### config.mk
export PLATFORM = sky130hd
export DESIGN_NAME = zorro_dma_burst_master_flat
export DESIGN_NICKNAME = d
export VERILOG_FILES = /design/src/rtl/zorro_dma_burst_master_if.sv /design/src/rtl/zorro_dma_burst_master.sv /design/src/flat_wrapper.sv
export SDC_FILE = /design/constraint.sdc
export NUM_CORES = 1
export LEC_CHECK = 0
export CAP_MARGIN = 20
export CORE_MARGIN = 4
export CORE_UTILIZATION = 50
export CTS_BUF_LIST = sky130_fd_sc_hd__clkbuf_4 sky130_fd_sc_hd__clkbuf_8
export DETAILED_ROUTE_END_ITERATION = 12
export GPL_ROUTABILITY_DRIVEN = 0
export PLACE_DENSITY_LB_ADDON = 0.12
export SLEW_MARGIN = 15
export SYNTH_ARGS = -nofsm -noshare
export SYNTH_HDL_FRONTEND = slang
export SYNTH_SLANG_ARGS = --single-unit
### constraint.sdc
create_clock -name CLK -period 2.4 [get_ports CLK]
set_input_delay 0.72 -clock CLK [delete_from_list [all_inputs] [get_ports CLK]]
set_output_delay 0.72 -clock CLK [all_outputs]
set_load 0.1 [all_outputs]
### src/rtl/zorro_dma_burst_master_if.sv
// Zorro III DMA burst master signal bundle: transfer request/status plus bus strobes.
// The master modport is the DMA engine; the slave modport is the requester/bus side.
interface zorro_dma_burst_master_if #(
    parameter int CNT_W = 8
);
    logic             BMASTER;
    logic             START;
    logic             READ;
    logic [31:0]      ADDR;
    logic [3:0]       BYTE_EN;
    logic [CNT_W-1:0] BEATS;
    logic             ZORRO_DTACK_n;
    logic             ZORRO_BERR_n;
    logic [31:0]      DMA_ADDR;
    logic             DMA_FCS_n;
    logic [3:0]       DMA_DS_n;
    logic             DMA_DOE;
    logic             SCSI_STERM_n;
    logic             BUSY;
    logic             DONE;
    logic             ERR;
    logic [CNT_W-1:0] BEAT_CNT;

    modport master (
        input  BMASTER, START, READ, ADDR, BYTE_EN, BEATS, ZORRO_DTACK_n, ZORRO_BERR_n,
        output DMA_ADDR, DMA_FCS_n, DMA_DS_n, DMA_DOE, SCSI_STERM_n, BUSY, DONE, ERR, BEAT_CNT
    );

    modport slave (
        output BMASTER, START, READ, ADDR, BYTE_EN, BEATS, ZORRO_DTACK_n, ZORRO_BERR_n,
        input  DMA_ADDR, DMA_FCS_n, DMA_DS_n, DMA_DOE, SCSI_STERM_n, BUSY, DONE, ERR, BEAT_CNT
    );
endinterface

### src/rtl/zorro_dma_burst_master.sv
// Zorro III DMA burst master: runs up to MAX_BEATS longword beats per START while granted.
// Optional DTACK watchdog enabled by defining ZORRO_DMA_TIMEOUT_EN.
module zorro_dma_burst_master #(
    parameter int MAX_BEATS = 4,
    parameter int CNT_W     = 8,
    parameter int TIMEOUT   = 255
) (
    input  logic                             CLK,
    input  logic                             RESET,
    zorro_dma_burst_master_if.master         bus
);

    typedef enum logic [2:0] {IDLE, ADDR, DATA, TERM, ABORT} state_t;

    localparam logic [CNT_W-1:0] MAX_BEATS_C = CNT_W'(MAX_BEATS);

    if (MAX_BEATS < 1 || MAX_BEATS > 255 || MAX_BEATS >= (1 << CNT_W) || TIMEOUT < 1) begin : g_param_check
        $error("zorro_dma_burst_master: illegal MAX_BEATS/CNT_W/TIMEOUT");
    end

    state_t           state;
    logic             rd_q;
    logic [3:0]       lanes_q;
    logic [CNT_W-1:0] total_q;
    logic [CNT_W-1:0] beat_cnt_q;
    logic [31:0]      addr_q;
    logic             fcs_n_q;
    logic [3:0]       ds_n_q;
    logic             sterm_n_q;
    logic             busy_q;
    logic             done_q;
    logic             err_q;

    logic [CNT_W-1:0] beats_clamped;
    logic [CNT_W-1:0] beat_next;
    logic             more_beats;
    logic             to_expire;

    always_comb begin
        beats_clamped = bus.BEATS;
        if (bus.BEATS == '0) begin
            beats_clamped = CNT_W'(1);
        end else if (bus.BEATS > MAX_BEATS_C) begin
            beats_clamped = MAX_BEATS_C;
        end
    end

    assign beat_next  = beat_cnt_q + CNT_W'(1);
    assign more_beats = beat_cnt_q < total_q;

`ifdef ZORRO_DMA_TIMEOUT_EN
    localparam int TO_W = $clog2(TIMEOUT + 1);

    logic [TO_W-1:0] to_cnt_q;

    assign to_expire = (to_cnt_q + TO_W'(1)) == TO_W'(TIMEOUT);

    // Counts DATA cycles that saw neither DTACK nor BERR; cleared while in ADDR so it starts at 0 on DATA entry.
    always_ff @(posedge CLK or posedge RESET) begin
        if (RESET) begin
            to_cnt_q <= '0;
        end else if (state == ADDR) begin
            to_cnt_q <= '0;
        end else if (state == DATA && bus.ZORRO_DTACK_n && bus.ZORRO_BERR_n) begin
            to_cnt_q <= to_cnt_q + TO_W'(1);
        end
    end
`else
    assign to_expire = 1'b0;
`endif

    // Outputs are registered alongside the state so strobes always match the cycle's state.
    always_ff @(posedge CLK or posedge RESET) begin
        if (RESET) begin
            state      <= IDLE;
            rd_q       <= 1'b0;
            lanes_q    <= 4'hF;
            total_q    <= '0;
            beat_cnt_q <= '0;
            addr_q     <= 32'h0;
            fcs_n_q    <= 1'b1;
            ds_n_q     <= 4'hF;
            sterm_n_q  <= 1'b1;
            busy_q     <= 1'b0;
            done_q     <= 1'b0;
            err_q      <= 1'b0;
        end else begin
            done_q    <= 1'b0;
            err_q     <= 1'b0;
            sterm_n_q <= 1'b1;
            case (state)
                IDLE: begin
                    if (bus.START && bus.BMASTER) begin
                        state      <= ADDR;
                        rd_q       <= bus.READ;
                        lanes_q    <= bus.BYTE_EN;
                        total_q    <= beats_clamped;
                        beat_cnt_q <= '0;
                        addr_q     <= bus.ADDR & 32'hFFFF_FFFC;
                        busy_q     <= 1'b1;
                        fcs_n_q    <= 1'b0;
                        ds_n_q     <= 4'hF;
                    end
                end
                ADDR: begin
                    if (!bus.BMASTER) begin
                        state   <= ABORT;
                        busy_q  <= 1'b0;
                        fcs_n_q <= 1'b1;
                        ds_n_q  <= 4'hF;
                        err_q   <= 1'b1;
                    end else begin
                        state  <= DATA;
                        ds_n_q <= ~lanes_q;
                    end
                end
                DATA: begin
                    if (!bus.BMASTER || !bus.ZORRO_BERR_n) begin
                        state   <= ABORT;
                        busy_q  <= 1'b0;
                        fcs_n_q <= 1'b1;
                        ds_n_q  <= 4'hF;
                        err_q   <= 1'b1;
                    end else if (!bus.ZORRO_DTACK_n) begin
                        state      <= TERM;
                        fcs_n_q    <= 1'b1;
                        ds_n_q     <= 4'hF;
                        sterm_n_q  <= 1'b0;
                        beat_cnt_q <= beat_next;
                        done_q     <= (beat_next == total_q);
                    end else if (to_expire) begin
                        state   <= ABORT;
                        busy_q  <= 1'b0;
                        fcs_n_q <= 1'b1;
                        ds_n_q  <= 4'hF;
                        err_q   <= 1'b1;
                    end
                end
                TERM: begin
                    // Losing the grant with beats outstanding truncates the transfer and reports it.
                    if (more_beats && bus.BMASTER) begin
                        state   <= ADDR;
                        addr_q  <= addr_q + 32'd4;
                        lanes_q <= 4'hF;
                        fcs_n_q <= 1'b0;
                        ds_n_q  <= 4'hF;
                    end else begin
                        state  <= IDLE;
                        busy_q <= 1'b0;
                        err_q  <= more_beats;
                    end
                end
                ABORT: begin
                    state <= IDLE;
                end
                default: begin
                    state <= IDLE;
                end
            endcase
        end
    end

    assign bus.DMA_ADDR     = addr_q;
    assign bus.DMA_FCS_n    = fcs_n_q;
    assign bus.DMA_DS_n     = ds_n_q;
    assign bus.DMA_DOE      = bus.BMASTER & busy_q & ~rd_q;
    assign bus.SCSI_STERM_n = sterm_n_q;
    assign bus.BUSY         = busy_q;
    assign bus.DONE         = done_q;
    assign bus.ERR          = err_q;
    assign bus.BEAT_CNT     = beat_cnt_q;

endmodule
### src/flat_wrapper.sv
// flat-port wrapper written by rule: the top's interface ports become plain ports
module zorro_dma_burst_master_flat 
#(
    parameter int MAX_BEATS = 4,
    parameter int CNT_W     = 8,
    parameter int TIMEOUT   = 255
)
  (CLK, RESET, bus_BMASTER, bus_START, bus_READ, bus_ADDR, bus_BYTE_EN, bus_BEATS, bus_ZORRO_DTACK_n, bus_ZORRO_BERR_n, bus_DMA_ADDR, bus_DMA_FCS_n, bus_DMA_DS_n, bus_DMA_DOE, bus_SCSI_STERM_n, bus_BUSY, bus_DONE, bus_ERR, bus_BEAT_CNT);
  zorro_dma_burst_master_if #(.CNT_W(CNT_W)) bus_i ();
  input  logic CLK;
  input  logic RESET;
  input wire logic [$bits(bus_i.BMASTER)-1:0] bus_BMASTER;
  input wire logic [$bits(bus_i.START)-1:0] bus_START;
  input wire logic [$bits(bus_i.READ)-1:0] bus_READ;
  input wire logic [$bits(bus_i.ADDR)-1:0] bus_ADDR;
  input wire logic [$bits(bus_i.BYTE_EN)-1:0] bus_BYTE_EN;
  input wire logic [$bits(bus_i.BEATS)-1:0] bus_BEATS;
  input wire logic [$bits(bus_i.ZORRO_DTACK_n)-1:0] bus_ZORRO_DTACK_n;
  input wire logic [$bits(bus_i.ZORRO_BERR_n)-1:0] bus_ZORRO_BERR_n;
  output wire logic [$bits(bus_i.DMA_ADDR)-1:0] bus_DMA_ADDR;
  output wire logic [$bits(bus_i.DMA_FCS_n)-1:0] bus_DMA_FCS_n;
  output wire logic [$bits(bus_i.DMA_DS_n)-1:0] bus_DMA_DS_n;
  output wire logic [$bits(bus_i.DMA_DOE)-1:0] bus_DMA_DOE;
  output wire logic [$bits(bus_i.SCSI_STERM_n)-1:0] bus_SCSI_STERM_n;
  output wire logic [$bits(bus_i.BUSY)-1:0] bus_BUSY;
  output wire logic [$bits(bus_i.DONE)-1:0] bus_DONE;
  output wire logic [$bits(bus_i.ERR)-1:0] bus_ERR;
  output wire logic [$bits(bus_i.BEAT_CNT)-1:0] bus_BEAT_CNT;
  assign bus_i.BMASTER = bus_BMASTER;
  assign bus_i.START = bus_START;
  assign bus_i.READ = bus_READ;
  assign bus_i.ADDR = bus_ADDR;
  assign bus_i.BYTE_EN = bus_BYTE_EN;
  assign bus_i.BEATS = bus_BEATS;
  assign bus_i.ZORRO_DTACK_n = bus_ZORRO_DTACK_n;
  assign bus_i.ZORRO_BERR_n = bus_ZORRO_BERR_n;
  assign bus_DMA_ADDR = bus_i.DMA_ADDR;
  assign bus_DMA_FCS_n = bus_i.DMA_FCS_n;
  assign bus_DMA_DS_n = bus_i.DMA_DS_n;
  assign bus_DMA_DOE = bus_i.DMA_DOE;
  assign bus_SCSI_STERM_n = bus_i.SCSI_STERM_n;
  assign bus_BUSY = bus_i.BUSY;
  assign bus_DONE = bus_i.DONE;
  assign bus_ERR = bus_i.ERR;
  assign bus_BEAT_CNT = bus_i.BEAT_CNT;
  zorro_dma_burst_master #(.MAX_BEATS(MAX_BEATS), .CNT_W(CNT_W), .TIMEOUT(TIMEOUT)) u_core (.CLK(CLK), .RESET(RESET), .bus(bus_i));
endmodule
Word-level counts from Yosys, hierarchy flattened --
Cells that the tools add are included.
Word-level totals: register bits after elaboration 65, bits of input ports 51, output and inout port bits 50, logic and storage cells 93
Operators by class: add/sub/neg operators 2, magnitude comparators 2, eq/ne operators 12, mux-type cells 44, bitwise operators 4, reduce and logical (&&, ||, !) cells 17
Operators with widths (count):
- $mux W32 | 2
- $pmux W32 S2 | 1
- $mux W8 | 5
- $add A32 B3 Y32 const B | 1
- $mux W4 | 6
- $mux W1 | 19
- $pmux W4 S4 | 1
- $pmux W8 S2 | 1
- $mux W3 | 4
- $pmux W3 S4 | 1
- $reduce_and A5 Y1 | 2
- $add A8 B1 Y8 const B | 1
- $eq A8 B8 Y1 | 1
- $gt A8 B3 Y1 const B | 1
- $logic_not A8 Y1 | 1
- $lt A8 B8 Y1 | 1
- $ne A2 B2 Y1 const B | 4
- $pmux W1 S4 | 2
- $pmux W4 S2 | 1
- $reduce_and A4 Y1 | 2
- $eq A3 B2 Y1 const B | 2
- $ne A2 B1 Y1 const B | 3
- $not A4 Y4 | 1
- $reduce_and A2 Y1 | 2
- 12 further kinds | 16

Logic depth before layout (Yosys ltp) --
Gate-level depths: netlist of the first run.
depth after elaboration 5, mapped depth 9, mapped depth without buffers 8

Worst setup path after synthesis of the first run --
Ideal clock, no wire load.
path kind register to output, from register u_core.busy_q (netlist: u_core.bus.BUSY), to output port bus_DMA_DOE, arrival 2.305 ns, required time 1.680 ns, path slack -0.625 ns, stages on the path, launching flop included 3, buffers on the path 0, path through dfrtp_1 -> nand2_1 -> nor2_1
Between the ends: word-level cells in the longest chain between the ends 2
Ends and longest elaborated chain:
- start: declaration | RTL line zorro_dma_burst_master.sv:30 | logic busy_q;
- start signal: assignment | RTL line zorro_dma_burst_master.sv:84 | busy_q <= 1'b0;
- start signal: assignment | RTL line zorro_dma_burst_master.sv:100 | busy_q <= 1'b1;
- start signal: assignment | RTL line zorro_dma_burst_master.sv:108 | busy_q <= 1'b0;
- $and A1 B1 Y1 (2 in series) | RTL line zorro_dma_burst_master.sv:166 | assign bus.DMA_DOE = bus.BMASTER & busy_q & ~rd_q;
- end: declaration | RTL line flat_wrapper.sv:23 | output wire logic [$bits(bus_i.DMA_DOE)-1:0] bus_DMA_DOE;
No other way between the ends.

Final worst setup path of the first run --
from register u_core.beat_cnt_q[1] (netlist: u_core.bus.BEAT_CNT[1]), to register u_core.addr_q[22] (netlist: u_core.bus.DMA_ADDR[22])
Between the ends: word-level cells in the longest chain between the ends 4
Ends and longest elaborated chain:
- start: declaration | RTL line zorro_dma_burst_master.sv:25 | logic [CNT_W-1:0] beat_cnt_q;
- start signal: assignment | RTL line zorro_dma_burst_master.sv:129 | beat_cnt_q <= beat_next;
- $lt A8 B8 Y1 | RTL line zorro_dma_burst_master.sv:49 | assign more_beats = beat_cnt_q < total_q;
- $logic_and A1 B1 Y1 | RTL line zorro_dma_burst_master.sv:141 | if (more_beats && bus.BMASTER) begin
- $ne A2 B1 Y1 (no line)
- $reduce_and A3 Y1 (no line)
- end signal: assignment | RTL line zorro_dma_burst_master.sv:99 | addr_q <= bus.ADDR & 32'hFFFF_FFFC;
- end signal: assignment | RTL line zorro_dma_burst_master.sv:143 | addr_q <= addr_q + 32'd4;
- end: declaration | RTL line zorro_dma_burst_master.sv:26 | logic [31:0] addr_q;
No other way between the ends. A chain may end at the register's enable or synchronous reset.

==> results of run 1 <==
-- final cells by class --
| class | count | area share, % |
|---|---|---|
| clock buffer | 11 | 2.82 |
| clock inverter | 5 | 1.58 |
| inverter | 15 | 1.09 |
| multi-input combinational | 323 | 37.7 |
| sequential | 63 | 31.5 |
| tap | 99 | 2.41 |
| timing repair buffer | 121 | 23.0 |
-- repair_timing --
item,CTS,global route
gates cloned,0,1
resized for setup,1,7
buffers inserted,0,1
setup endpoints to repair,1,23
pin swaps,0,1
-- kinds of logic (layout without fill, tap and decap cells) --
logic type      count (synthesis)  after routing
fa+ha+maj                      10             10
xor+xnor                       11             11
other cells                     1              2
buf+inv                        39            152
simple gates                  164            164
mux                             1              1
flops                          63             63
compound gates                135            135
-- worst reg2reg max path: stages, from the launching register on --
cell	delay [ns]
dfrtp_2	0.45
ha_1	0.30
nor2b_1	0.12
o211ai_1	0.24
a21oi_2	0.16
buf_4	0.17
o31ai_4	0.27
buf_6	0.23
o2bb2a_1	0.23
-- cell usage after synthesis (all sizes together) (4+ instances only) --
cell type / instances / share of area, %
dfrtp: 53 / 36
nand2: 48 / 4.9
a21oi: 46 / 6.2
nor2: 46 / 4.9
o21ai: 30 / 4.1
nand3: 16 / 2.3
inv: 15 / 1.5
clkbuf: 13 / 1.6
and3: 11 / 2.1
buf: 11 / 2.0
o22a: 11 / 2.6
dfstp: 10 / 7.1
ha: 10 / 3.4
o22ai: 9 / 1.5
a31oi: 8 / 1.4
nand4: 8 / 1.7
xnor2: 8 / 1.9
nor2b: 7 / 1.2
a211oi: 5 / 1.0
nand2b: 5 / 0.85
nor3: 5 / 0.68
and2: 4 / 0.71
nor4: 4 / 1.0
o31ai: 4 / 1.2
-- final timing paths --
check | end | slack (ns) | cells past startpoint
min in group asynchronous | u_core.bus.DMA_ADDR[8] | 0.75 | 3
worst min register to register | u_core.total_q[0] | 0.51 | 2
worst max register to register | u_core.bus.DMA_ADDR[22] | 0.10 | 8
worst min-delay path | u_core.total_q[0] | 0.51 | 2
max in group asynchronous | u_core.bus.DMA_FCS_n | 1.30 | 3
worst max-delay path | u_core.bus.DMA_ADDR[22] | 0.10 | 8
-- registers in the layout, summed over array words and instances, names as in the netlist --
register                 flops
u_core.bus.DMA_ADDR         30
u_core.bus.BEAT_CNT          8
u_core.total_q               8
u_core.bus.DMA_DS_n          4
u_core.lanes_q               4
u_core.state                 3
u_core.bus.BUSY              1
u_core.bus.DMA_FCS_n         1
u_core.bus.DONE              1
u_core.bus.ERR               1
u_core.bus.SCSI_STERM_n      1
u_core.rd_q                  1
-- per-layer routing --
layer,vias up,wire length [um],global-route usage [%]
li1,1750,-,-
met2,99,4870,39.2
met4,0,130,7.94
met5,-,0,0
met3,12,573,4.65
met1,1725,4160,28.5
-- stage by stage --
step / setup TNS, ns / cell area (um^2) / hold WS (ns)
finish: 0 / 5150 / 0.506
floorplan: -0.181 / 3730 / 0.453
global placement: -1.38 / 4860 / 0.478
global route: -0.00835 / 5150 / 0.523
CTS: 0 / 5090 / 0.513
detailed placement: -3.42 / 4860 / 0.496
-- layout by cell type, fill, tap and decap left out, types with 3 or more instances in the layout --
cell and count:
clkbuf_8 10, nor2_1 44, dfstp_2 10, nand3_1 15, nand4_1 6, and3_1 8
inv_1 13, o22a_1 11, a2bb2oi_1 3, a211oi_1 4, or3_1 3, ha_1 10
nand2_1 47, o22ai_1 9, buf_12 10, and2_1 3, buf_4 60, a31oi_1 8
o21ai_1 14, xnor2_1 8, a21oi_1 44, xor2_1 3, nor2b_1 7, o31ai_1 3
clkdlybuf4s50_1 47, o21ai_0 16, dfrtp_2 25, nor3_1 5, dfrtp_1 28, nand2b_1 5
-- power by group through the flow --
| stage | clock network [uW] | logic, uW | registers [uW] |
|---|---|---|---|
| finish | 1050 | 4530 | 2020 |
| global route | 1120 | 4740 | 2090 |
| CTS | 1060 | 4500 | 2010 |
| detailed placement | 0 | 4480 | 2030 |
| global placement | 0 | 4410 | 2010 |
| floorplan | 0 | 1140 | 4180 |
==> impl_metrics.toml, run 1 <==
[global_routing]
grt_use_total_pct = 22.9
grt_max_degree = 64
overflow = 0
antenna_found_initial = 0
grt_pass1_vias = 3467
grt_pass1_wl_um = 16100

[finish]
final_cells = 637
multi_input_area_mm2 = 0.00194
drive_above_1_share_pct = 26.6
seqCellArea_mm2 = 0.00162
fillers = 578
antennaDiodeCount = 0
nets = 594
synthToLayoutAreaGrowth_pct = 39.4
postLayoutCoreUtil_pct = 71.3

[place]
hpwl_um = 7020
io_buffers = 96
dpl.cell_count = 619
pre_cts_ws_ns = -0.165

[pwr]
ir_drop_mv = 1.11
seq_power_share_pct = 26.6
p_total_uw = 7600
p_sw_share_pct = 55.5
p_clk_share_pct = 13.8
share_comb_of_total_power_pct = 59.6
powerDensity_mw_per_mm2 = 1480
p_int_uw = 3380
switching_power_uw = 4220
p_leak_uw = 0.00213

[clocking]
clockBufferDepth = 2
numCtsBuffers = 9
path_clk_slew_ns = 0.07
cts_tree = "yes"
cts.htree.levels = 3
clk_latency_ns = 0.34
holdBufCountCts = 0
root_buffer = "clkbuf_8"
cts_sinks = 63

[synthesis]
syn_area_per_cell_um2 = 8.71
ys_seq_area_share_pct = 43.1
yosysWarnings = 0
synthCells = 424
yosysUniqueCellTypes = 63
synthXorXnorAreaFrac_pct = 2.61
synth-compound-area-share_pct = 23.1
synth.cell_area_mm2 = 0.00369
synthMuxAreaShare_pct = 0.271
synth-seq-cells = 63
synth_ff_type = "dfrtp_1"
synthSimpleGateAreaFrac_pct = 22.4
synthArstFlopShare_pct = 100
synth_top_family_by_area = "compound AO/OA/AOI/OAI gates"
synth_edf_count = 0
synthAdderAreaFrac_pct = 3.39

[setup_path]
critPathKind = "register to register"
crit_start = "u_core.bus.BEAT_CNT[1]"
cp_num_buf_inv = 2
cp_max_fo = 15
crit_required_ns = 2.62
cpPeakStageDelay_ns = 0.45
worst_setup_path_start_kind = "register"
worstPathArrival_ns = 2.52
path_cells = "ha_1 > nor2b_1 > o211ai_1 > a21oi_2 > buf_4 > o31ai_4 > buf_6 > o2bb2a_1"
rr_startpoint = "u_core.bus.BEAT_CNT[1]"
critPathCaptureType = "register"
slowest_stage = "dfrtp_2"
cp_top_family = "compound AO/OA/AOI/OAI gates"

[routing]
via_count = 3586
wl_per_cell_um = 15.3
routed_wl_um = 9730
dr.pass1.iters = 4
first_iter_violations = 119
ant_nets = 0
viasPerCell = 5.63
drc = 0

[timing]
timing.fmax_ghz = 0.435
fin_crit_sh_pct = 95.8
post-route-min-period_ns = 2.30
finalSetupViolCount = 0
clock_skew_ns = 0.00937
slew_headroom_pct = 61.1
fin_ws_ns = 0.100
worst_pin_slew_ns = 0.578
drv_slew = 0
hold_viol_final = 0

[run]
cap_violations = 0

[die]
start_util_pct = 51.2
rows = 31
dieArea_mm2 = 0.00882
placeableCoreArea_mm2 = 0.00721
die_x_um = 93.9
die_h_um = 93.9
io_pins = 101

[run_status]
status = "finished, final reports clean"

[min_path]
holdCritStartpoint = "u_core.total_q[0]"
min_path_type = "register to register"
Power figures use the tool's default switching activity.
==> run 2: changes to the inputs <==
--- a/config.mk
+++ b/config.mk
@@ -5,10 +5,11 @@
 export SDC_FILE = /design/constraint.sdc
 export NUM_CORES = 1
 export LEC_CHECK = 0
-export CAP_MARGIN = 20
+export CAP_MARGIN = 40
 export CORE_MARGIN = 4
 export CORE_UTILIZATION = 50
 export CTS_BUF_LIST = sky130_fd_sc_hd__clkbuf_4 sky130_fd_sc_hd__clkbuf_8
+export CTS_CLUSTER_DIAMETER = 80
 export DETAILED_ROUTE_END_ITERATION = 12
 export GPL_ROUTABILITY_DRIVEN = 0
 export PLACE_DENSITY_LB_ADDON = 0.12
==> results of run 2 <==
The final DEF is identical to that of run 1; final timing and power are the same.
